File: src/rtl/store_unit_pkg.sv
// Shared store-path constants and types for store_unit and store_lane.
// The optional misalignment check is enabled with the macro STORE_ALIGN_CHECK_EN.
package store_unit_pkg;

  // Store size encodings, shared with the MEM stage decoder.
  localparam logic [1:0] ST_SIZE_B = 2'b00;
  localparam logic [1:0] ST_SIZE_H = 2'b01;
  localparam logic [1:0] ST_SIZE_W = 2'b10;

  // Store-unit controller states.
  typedef enum logic [2:0] {
    ST_IDLE  = 3'd0,
    ST_ISSUE = 3'd1,
    ST_DONE  = 3'd2,
    ST_ERR   = 3'd3,
    ST_TOUT  = 3'd4
  } st_state_e;

  // A halfword must sit on an even address and a word on a multiple of four.
  // The reserved size code behaves like a word store.
  function automatic logic st_misaligned(input logic [1:0] size, input logic [1:0] addr_lo);
    logic w_mis;
    w_mis = 1'b0;
    case (size)
      ST_SIZE_B: w_mis = 1'b0;
      ST_SIZE_H: w_mis = addr_lo[0];
      default:   w_mis = (addr_lo != 2'b00);
    endcase
    return w_mis;
  endfunction

endpackage

File: src/rtl/store_lane.sv
// Combinational lane steering for stores: replicates the narrowed register
// value across all four byte lanes and selects the byte enables.
module store_lane
  import store_unit_pkg::*;
(
  input  logic [1:0]  i_addr_lo,
  input  logic [31:0] i_wdata,
  input  logic [1:0]  i_size,
  output logic [3:0]  o_be,
  output logic [31:0] o_data
);

  // Lane data and byte enables from size and the low address bits.
  always_comb begin
    o_be   = 4'b1111;
    o_data = i_wdata;
    case (i_size)
      ST_SIZE_B: begin
        o_be   = 4'b0001 << i_addr_lo;
        o_data = {4{i_wdata[7:0]}};
      end
      ST_SIZE_H: begin
        o_be   = i_addr_lo[1] ? 4'b1100 : 4'b0011;
        o_data = {2{i_wdata[15:0]}};
      end
      default: begin
        o_be   = 4'b1111;
        o_data = i_wdata;
      end
    endcase
  end

endmodule

File: src/rtl/store_unit.sv
// Store unit: accepts one store request, issues a single data-memory write
// over a valid/ack handshake and reports done, misalignment or timeout.
// Optional macro STORE_ALIGN_CHECK_EN rejects misaligned SH/SW requests.
module store_unit
  import store_unit_pkg::*;
#(
  parameter int unsigned MAX_WAIT = 15,
  parameter int unsigned CNT_W    = 8
) (
  input  logic        clk,
  input  logic        rst,
  input  logic        req_valid,
  output logic        req_ready,
  input  logic [31:0] addr,
  input  logic [31:0] wdata,
  input  logic [1:0]  size,
  output logic        mem_we,
  output logic [31:0] mem_addr,
  output logic [31:0] mem_wdata,
  output logic [3:0]  mem_be,
  input  logic        mem_ack,
  output logic        done,
  output logic        err,
  output logic        err_timeout
);

  st_state_e        r_state;
  st_state_e        w_state_nxt;
  logic [CNT_W-1:0] r_cnt;

  logic [3:0]  w_lane_be;
  logic [31:0] w_lane_data;
  logic        w_misalign;
  logic        w_wait_last;

  logic        w_ready_nxt;
  logic        w_we_nxt;
  logic        w_done_nxt;
  logic        w_err_nxt;
  logic        w_tout_nxt;
  logic [31:0] w_addr_nxt;
  logic [31:0] w_wdata_nxt;
  logic [3:0]  w_be_nxt;

  store_lane u_lane (
    .i_addr_lo (addr[1:0]),
    .i_wdata   (wdata),
    .i_size    (size),
    .o_be      (w_lane_be),
    .o_data    (w_lane_data)
  );

`ifdef STORE_ALIGN_CHECK_EN
  assign w_misalign = st_misaligned(size, addr[1:0]);
`else
  assign w_misalign = 1'b0;
`endif

  assign w_wait_last = (r_cnt == CNT_W'(MAX_WAIT - 1));

  // State register.
  always_ff @(posedge clk) begin
    if (rst) begin
      r_state <= ST_IDLE;
    end else begin
      r_state <= w_state_nxt;
    end
  end

  // Wait counter: held at zero outside ISSUE so every ISSUE entry starts from zero.
  always_ff @(posedge clk) begin
    if (rst || r_state != ST_ISSUE) begin
      r_cnt <= '0;
    end else begin
      r_cnt <= r_cnt + 1'b1;
    end
  end

  // Next-state logic; an ack on the last wait cycle still completes the store.
  always_comb begin
    w_state_nxt = r_state;
    case (r_state)
      ST_IDLE: begin
        if (req_valid) begin
          w_state_nxt = w_misalign ? ST_ERR : ST_ISSUE;
        end
      end
      ST_ISSUE: begin
        if (mem_ack) begin
          w_state_nxt = ST_DONE;
        end else if (w_wait_last) begin
          w_state_nxt = ST_TOUT;
        end
      end
      ST_DONE: w_state_nxt = ST_IDLE;
      ST_ERR:  w_state_nxt = ST_IDLE;
      ST_TOUT: w_state_nxt = ST_IDLE;
      default: w_state_nxt = ST_IDLE;
    endcase
  end

  // Output decode from the next state so every output comes straight from a flop.
  // The memory-side registers double as the request latch: they load on
  // acceptance, hold through ISSUE, and data/enables clear afterwards.
  always_comb begin
    w_ready_nxt = (w_state_nxt == ST_IDLE);
    w_we_nxt    = (w_state_nxt == ST_ISSUE);
    w_done_nxt  = (w_state_nxt == ST_DONE);
    w_err_nxt   = (w_state_nxt == ST_ERR) || (w_state_nxt == ST_TOUT);
    w_tout_nxt  = (w_state_nxt == ST_TOUT);
    w_addr_nxt  = mem_addr;
    w_wdata_nxt = '0;
    w_be_nxt    = '0;
    if (w_state_nxt == ST_ISSUE) begin
      if (r_state == ST_IDLE) begin
        w_addr_nxt  = {addr[31:2], 2'b00};
        w_wdata_nxt = w_lane_data;
        w_be_nxt    = w_lane_be;
      end else begin
        w_wdata_nxt = mem_wdata;
        w_be_nxt    = mem_be;
      end
    end
  end

  // Output registers.
  always_ff @(posedge clk) begin
    if (rst) begin
      req_ready   <= 1'b1;
      mem_we      <= 1'b0;
      mem_addr    <= '0;
      mem_wdata   <= '0;
      mem_be      <= '0;
      done        <= 1'b0;
      err         <= 1'b0;
      err_timeout <= 1'b0;
    end else begin
      req_ready   <= w_ready_nxt;
      mem_we      <= w_we_nxt;
      mem_addr    <= w_addr_nxt;
      mem_wdata   <= w_wdata_nxt;
      mem_be      <= w_be_nxt;
      done        <= w_done_nxt;
      err         <= w_err_nxt;
      err_timeout <= w_tout_nxt;
    end
  end

endmodule

File: config.mk
export PLATFORM = sky130hd
export DESIGN_NAME = store_unit
export DESIGN_NICKNAME = d
export VERILOG_FILES = /design/src/rtl/store_unit_pkg.sv /design/src/rtl/store_lane.sv /design/src/rtl/store_unit.sv
export SDC_FILE = /design/constraint.sdc
export NUM_CORES = 1
export LEC_CHECK = 0
export ABC_AREA = 0
export CAP_MARGIN = 10
export CORE_MARGIN = 4
export CORE_UTILIZATION = 59
export CTS_CLUSTER_DIAMETER = 100
export DETAILED_ROUTE_END_ITERATION = 8
export DONT_BUFFER_PORTS = 1
export GPL_ROUTABILITY_DRIVEN = 1
export GPL_TIMING_DRIVEN = 0
export PLACE_DENSITY = 0.75
export SYNTH_ARGS = -nofsm -noshare
export SYNTH_HDL_FRONTEND = slang
export SYNTH_SLANG_ARGS = --single-unit
File: constraint.sdc
create_clock -name clk -period 1.8 [get_ports clk]
set_input_delay 0.36 -clock clk [delete_from_list [all_inputs] [get_ports clk]]
set_output_delay 0.36 -clock clk [all_outputs]
set_load 0.01 [all_outputs]
==> results of run 1 <==
[cells by family (layout without fill, tap and decap cells)]
kind of cell | after synthesis | after routing | synth area share (%)
buffers and inverters | 36 | 51 | 5.34
other | 1 | 2 | 0.115
AND/OR/NAND/NOR | 153 | 153 | 18.7
AO/OA/AOI/OAI | 88 | 88 | 18.1
adder cells (fa/ha/maj) | 2 | 2 | 0.769
XOR/XNOR | 6 | 6 | 1.61
multiplexers | 16 | 16 | 4.92
flip-flops | 82 | 82 | 50.4
[metal layers]
metal  wire length [microns]  GRT usage, %  vias up
met5                       0             0        -
met4                     136          10.6        0
met3                    1210          13.2       16
met2                    3850          38.9      132
met1                    3240          28.5     1194
li1                        -             -     1311
[worst max-delay path: cells and delay by family (launching register included)]
family | cells | cell delay (ps)
AO/OA/AOI/OAI | 2 | 240
buffers and inverters | 2 | 360
flip-flops | 1 | 360
AND/OR/NAND/NOR | 1 | 590
[cell type report]
cell class                      count  area [sq um]  share of cell area [%]
Buffer                             28           146                    4.10
Timing Repair Buffer                1          7.51                   0.210
Clock inverter                      6          82.6                    2.31
Multi-Input combinational cell    267          1450                    40.7
Clock buffer                        9           124                    3.47
Sequential cell                    82          1640                    46.0
Tap cell                           70          87.6                    2.46
Inverter                            7          26.3                   0.737
[where the power goes]
part / internal, W / total, W / switching (W) / leakage [nW]
Sequential: 0.00192 / 0.00204 / 0.000122 / 0.671
Combinational: 0.000142 / 0.000400 / 0.000258 / 0.616
Clock: 0.000766 / 0.00139 / 0.000624 / 0.105
Total: 0.00283 / 0.00383 / 0.00100 / 1.39
[state kept, by name, indices dropped and copies added, names as in the netlist]
| signal | cells |
|---|---|
| mem_wdata | 32 |
| done | 1 |
| r_state | 3 |
| err_timeout | 1 |
| r_cnt | 8 |
| req_ready | 1 |
| mem_we | 1 |
| mem_be | 4 |
| err | 1 |
| mem_addr | 30 |
[worst min-delay path by stage]
stage / start / endpoint / slack [ps] / cells past startpoint
after floorplan: r_cnt[0] / r_cnt[0] / 440 / 1
after global placement: r_cnt[0] / r_cnt[0] / 460 / 1
after detailed placement: r_cnt[0] / r_cnt[0] / 480 / 1
after CTS: req_valid / req_ready / 120 / 1
after global routing: req_valid / req_ready / 120 / 1
final: req_valid / req_ready / 120 / 1
[synth_stat cells]
cell | instances | area share [%]
dfxtp_1 | 82 | 50
clkinv_1 | 1 | 0.12
a21oi_1 | 33 | 5.1
inv_1 | 6 | 0.69
a211oi_1 | 8 | 1.8
nand2_1 | 106 | 12
nor2_1 | 32 | 3.7
ha_1 | 2 | 0.77
nand4_1 | 2 | 0.38
nor4_1 | 1 | 0.19
a311oi_1 | 8 | 2.2
buf_6 | 3 | 1.0
buf_1 | 1 | 0.12
o211ai_1 | 9 | 2.1
or3_1 | 1 | 0.19
nor3_1 | 5 | 0.77
xor2_1 | 5 | 1.3
buf_4 | 2 | 0.46
conb_1 | 1 | 0.12
mux2i_1 | 16 | 4.9
nand3_1 | 3 | 0.46
and2_1 | 1 | 0.19
or4b_4 | 1 | 0.42
o21ai_0 | 10 | 1.5
clkbuf_1 | 16 | 1.8
o21ai_2 | 1 | 0.27
and3_1 | 1 | 0.19
o211ai_2 | 1 | 0.38
buf_2 | 7 | 1.1
a21oi_2 | 16 | 4.3
a22oi_1 | 2 | 0.46
xnor2_1 | 1 | 0.27
[timing repair]
item                       4_1_cts  5_1_grt
setup buffers                    0        1
setup endpoints to repair        0       49
gates resized for setup          0        6
[metrics by stage]
step,hold slack (ps),setup WS (ps)
floorplan,437,299
detailed placement,480,54.6
finish,122,129
CTS,115,19.7
global route,119,17.0
global placement,460,32.2
==> impl_metrics.py, run 1 <==
metrics = {
    "critical_path": {
        "critPathCapture": "mem_wdata[27]",
        "max_stage_delay_ps": 590,
        "r2r_cells": 5,
        "cp_data_arrival_time_ps": 1900,
        "critPathMaxFanout": 10,
        "worstSetupPathType": "reg -> reg",
        "endpoint_kind": "flip-flop",
        "worstSetupStartpointType": "flip-flop",
        "cp_slowest_cell": "or4b_4",
        "r2r_start": "r_state[2]",
        "r2r-end": "mem_wdata[27]",
        "ff2ff_setup_slack_ps": 130,
        "critPathMostFrequentCell": "buf_6",
        "critical_path.startpoint": "r_state[2]",
        "worstPathCellList": "or4b_4, o211ai_2, buf_6, buf_6, a21oi_2",
        "worstPathRequired_ps": 2020,
    },
    "synth": {
        "synth-seq-cells": 82,
        "ys_seq_area_share_pct": 50.4,
        "synth_cells": 384,
        "synth_area_sq_um": 3260,
        "synth.avg_cell_area_sq_um": 8.48,
        "synth_warnings": 0,
        "yosys.cell_types.count": 32,
    },
    "place": {
        "place_area_sq_um": 3350,
        "hpwl_microns": 6310,
        "gp_congestion": 0.863,
        "placedCellCount": 455,
        "port_buffers": 0,
    },
    "timing": {
        "fin_skew_ps": 11.9,
        "maxSlewHeadroom_pct": 55.7,
        "tns_ps": 0,
        "max_freq_mhz": 599,
        "rsz0062_at_grt": "false",
        "worst_pin_slew_ps": 664,
        "finalSetupViolCount": 0,
        "fin_crit_ps": 1670,
        "finalCritPeriodShare_pct": 92.8,
        "maxSlewViolCount": 0,
        "report.final.hold_viol_count": 0,
    },
    "global_route": {
        "grt_pass1_wl_microns": 12800,
        "grt.overflow.total": 0,
        "grt_max_degree": 14,
        "grt_usage_pct": 25.0,
        "grt_pass1_vias": 2689,
        "antenna_found_initial": 0,
    },
    "routing": {
        "drt_first_iter_violations": 79,
        "ant_nets": 0,
        "vias_per_cell": 5.64,
        "drt_pass1_iterations": 4,
        "routed_wl_microns": 8430,
        "num_vias": 2653,
        "wl_per_cell_microns": 17.9,
        "drc": 0,
    },
    "cells_and_area": {
        "drive_gt1_share_pct": 12.8,
        "fillCellCount": 447,
        "syn_to_final_growth_pct": 9.57,
        "fin_cells": 470,
        "nets": 468,
        "diodes": 0,
        "final_common_cell": "nand2_1",
        "utilization_pct": 68.1,
        "final_area_sq_um": 3570,
        "final_cell_mix": "nand2_1 (106), dfxtp_1 (82), a21oi_1 (33)",
    },
    "floorplan": {
        "rows": 26,
        "dieArea_sq_um": 6770,
        "design.core.area_sq_um": 5240,
        "die_w_microns": 82.3,
        "io_pins": 143,
        "die_y_microns": 82.3,
        "start_util_pct": 62.2,
    },
    "pwr": {
        "finalPower_w": 0.00383,
        "p_per_area_nw_per_um2": 1070,
        "p_leak_nw": 1.39,
        "peakVddDrop_mv": 0.594,
    },
    "clock_network": {
        "cts_tree": "yes",
        "cts_sinks": 82,
        "hold_buffers": 0,
        "clk_latency_ps": 340,
        "clk_path_buf_depth": 2,
        "cts.clk_slew.worst_paths_ps": 90,
        "cts_buffers": 9,
        "htreeDepth": 3,
        "root_buffer": "clkbuf_8",
    },
    "hold_path": {
        "worstHoldPathType": "in -> reg",
    },
    "outcome": {
        "outcome": "finished clean",
    },
    "flow_run": {
        "cap_violations": 0,
    },
}
No activity file was read; power rests on OpenSTA's default activity.
==> inputs of run 2 (changes only) <==
--- a/config.mk
+++ b/config.mk
@@ -6,7 +6,7 @@
 export NUM_CORES = 1
 export LEC_CHECK = 0
 export ABC_AREA = 0
-export CAP_MARGIN = 10
+export CAP_MARGIN = 40
 export CORE_MARGIN = 4
 export CORE_UTILIZATION = 59
 export CTS_CLUSTER_DIAMETER = 100
@@ -14,7 +14,7 @@
 export DONT_BUFFER_PORTS = 1
 export GPL_ROUTABILITY_DRIVEN = 1
 export GPL_TIMING_DRIVEN = 0
-export PLACE_DENSITY = 0.75
+export PLACE_DENSITY = 0.79
 export SYNTH_ARGS = -nofsm -noshare
 export SYNTH_HDL_FRONTEND = slang
 export SYNTH_SLANG_ARGS = --single-unit
==> run 2 against run 1 <==
Maximum frequency fell by 1.7%. Highest routed layer unchanged. Wire length shrank 4.2%. First-iteration DRC count grew 25%. Worst hold slack gained 2.9 ps. Utilization up 0.31 points. Sequential cell count is the same. Count of clock-buffer cells in the layout grew 4.
==> impl_metrics.py, run 2 (same netlist as run 1, synthesis figures left out) <==
metrics = {
    "outcome": {
        "outcome": "finished clean",
    },
    "cells_and_area": {
        "diodes": 0,
        "fillCellCount": 441,
        "regMostFlops": "mem_wdata",
        "syn_to_final_growth_pct": 10.1,
        "nets": 468,
        "largest_registers": "mem_wdata x32, mem_addr x30, r_cnt x8",
        "final_common_cell": "nand2_1",
        "fin_cells": 471,
        "final_cell_mix": "nand2_1 (106), dfxtp_1 (82), a21oi_1 (33)",
        "largest_register_ffs": 32,
        "drive_gt1_share_pct": 12.5,
    },
    "global_route": {
        "antenna_found_initial": 0,
        "grt_max_degree": 14,
        "grt_pass1_wl_microns": 12200,
        "grt.overflow.total": 0,
        "grt_usage_pct": 23.9,
        "grt_pass1_vias": 2655,
    },
    "routing": {
        "vias_per_cell": 5.67,
        "num_vias": 2672,
        "ant_nets": 0,
        "wl_per_cell_microns": 17.2,
        "routed_wl_microns": 8080,
        "drt_pass1_iterations": 4,
        "drt_first_iter_violations": 99,
        "drc": 0,
    },
    "clock_network": {
        "htreeDepth": 3,
        "root_buffer": "clkbuf_8",
        "hold_buffers": 0,
        "cts_buffers": 9,
        "postCtsSetupRepairBufs": 0,
        "clk_latency_ps": 350,
        "cts.clk_slew.worst_paths_ps": 80,
        "cts_sinks": 82,
        "clk_path_buf_depth": 2,
        "cts_tree": "yes",
    },
    "critical_path": {
        "max_stage_delay_ps": 360,
        "critPathMaxFanout": 10,
        "worstPathRequired_ps": 2080,
        "worstSetupStartpointType": "flip-flop",
        "cp_data_arrival_time_ps": 1980,
        "worstSetupPathType": "reg -> reg",
        "worstPathCellList": "or3_1, clkbuf_1, o21ai_2, o211ai_2, buf_6, buf_6, a21oi_2",
        "endpoint_kind": "flip-flop",
        "r2r_cells": 7,
        "cp_slowest_cell": "or3_1",
        "critPathMostFrequentCell": "buf_6",
    },
    "place": {
        "gp_congestion": 0.836,
        "placedCellCount": 455,
        "port_buffers": 0,
        "hpwl_microns": 6060,
    },
    "timing": {
        "worst_pin_slew_ps": 650,
        "maxSlewHeadroom_pct": 56.5,
        "fin_skew_ps": 9.33,
        "finalSetupViolCount": 0,
        "fin_crit_ps": 1700,
        "report.final.hold_viol_count": 0,
        "maxSlewViolCount": 0,
        "tns_ps": 0,
        "max_freq_mhz": 588,
        "finalCritPeriodShare_pct": 94.5,
        "rsz0062_at_grt": "false",
    },
    "floorplan": {
        "dieArea_sq_um": 6770,
        "start_util_pct": 62.2,
        "design.core.area_sq_um": 5240,
        "die_y_microns": 82.3,
        "io_pins": 143,
        "die_w_microns": 82.3,
        "rows": 26,
    },
    "hold_path": {
        "worstHoldPathType": "in -> reg",
        "hold_path_depth": 1,
    },
    "flow_run": {
        "cap_violations": 0,
    },
    "pwr": {
        "p_leak_nw": 1.39,
        "p_per_area_nw_per_um2": 1080,
        "peakVddDrop_mv": 0.713,
    },
}
==> run 2: changes by cell type in the layout (fill, tap and decap cells not counted), sizes merged <==
cell | before | now
buf | 14 | 13
bufinv | 2 | 1
clkbuf | 24 | 29
clkinv | 4 | 1
clkinvlp | 1 | 2
==> run 2: worst paths after layout <==
kind | startpoint | to | slack (ps)
setup / recovery | r_state[2] | mem_wdata[24] | 100
hold / removal | req_valid | req_ready | 120
setup reg to reg | r_state[2] | mem_wdata[24] | 100
hold reg to reg | r_cnt[0] | r_cnt[0] | 490
==> run 2: report_power, final <==
| part | leakage [nW] | switching [W] | internal [W] |
|---|---|---|---|
| combinational | 0.612 | 0.000258 | 0.000142 |
| sequential | 0.671 | 0.000121 | 0.00192 |
| clock | 0.108 | 0.000637 | 0.000793 |
==> run 2: routing by layer <==
metal,GRT usage [%],up-vias,part of all wire [%]
li1,-,1314,-
met1,26.2,1213,38
met2,38.8,127,47
met3,10.8,18,13
met4,12.0,0,2.3
met5,0,-,0
==> run 2: final cells by class <==
type	count	area, sq um	share of cell area, %
buffer	29	149	4.16
clock buffer	13	179	4.99
clock inverter	3	45.0	1.26
tap	70	87.6	2.44
sequential	82	1640	45.8
multi-input combinational	267	1460	40.6
inverter	7	26.3	0.733
==> run 2: critical path: cells and delay by family (launching register included) <==
kind                   cells  cell delay [ps]
AO/OA/AOI/OAI              3              410
buffers and inverters      3              510
AND/OR/NAND/NOR            1              360
flip-flops                 1              340
==> run 2: through the flow <==
step                      util (%)  power [W]  setup slack [ps]  cell area [sq um]  hold slack (ps)
after floorplan                  -    0.00237               299               3260              437
after global placement        63.9    0.00246              66.4               3350              457
after detailed placement      63.9    0.00248              9.94               3350              467
after CTS                     68.2    0.00389              41.5               3570              118
after global routing          68.4    0.00404              10.5               3580              127
final                         68.4    0.00387              99.7               3580              124
==> run 2: what timing repair did <==
action | CTS | global route
pin swaps | 0 | 0
endpoints found under the setup margin | 1 | 24
gates resized for setup | 1 | 2
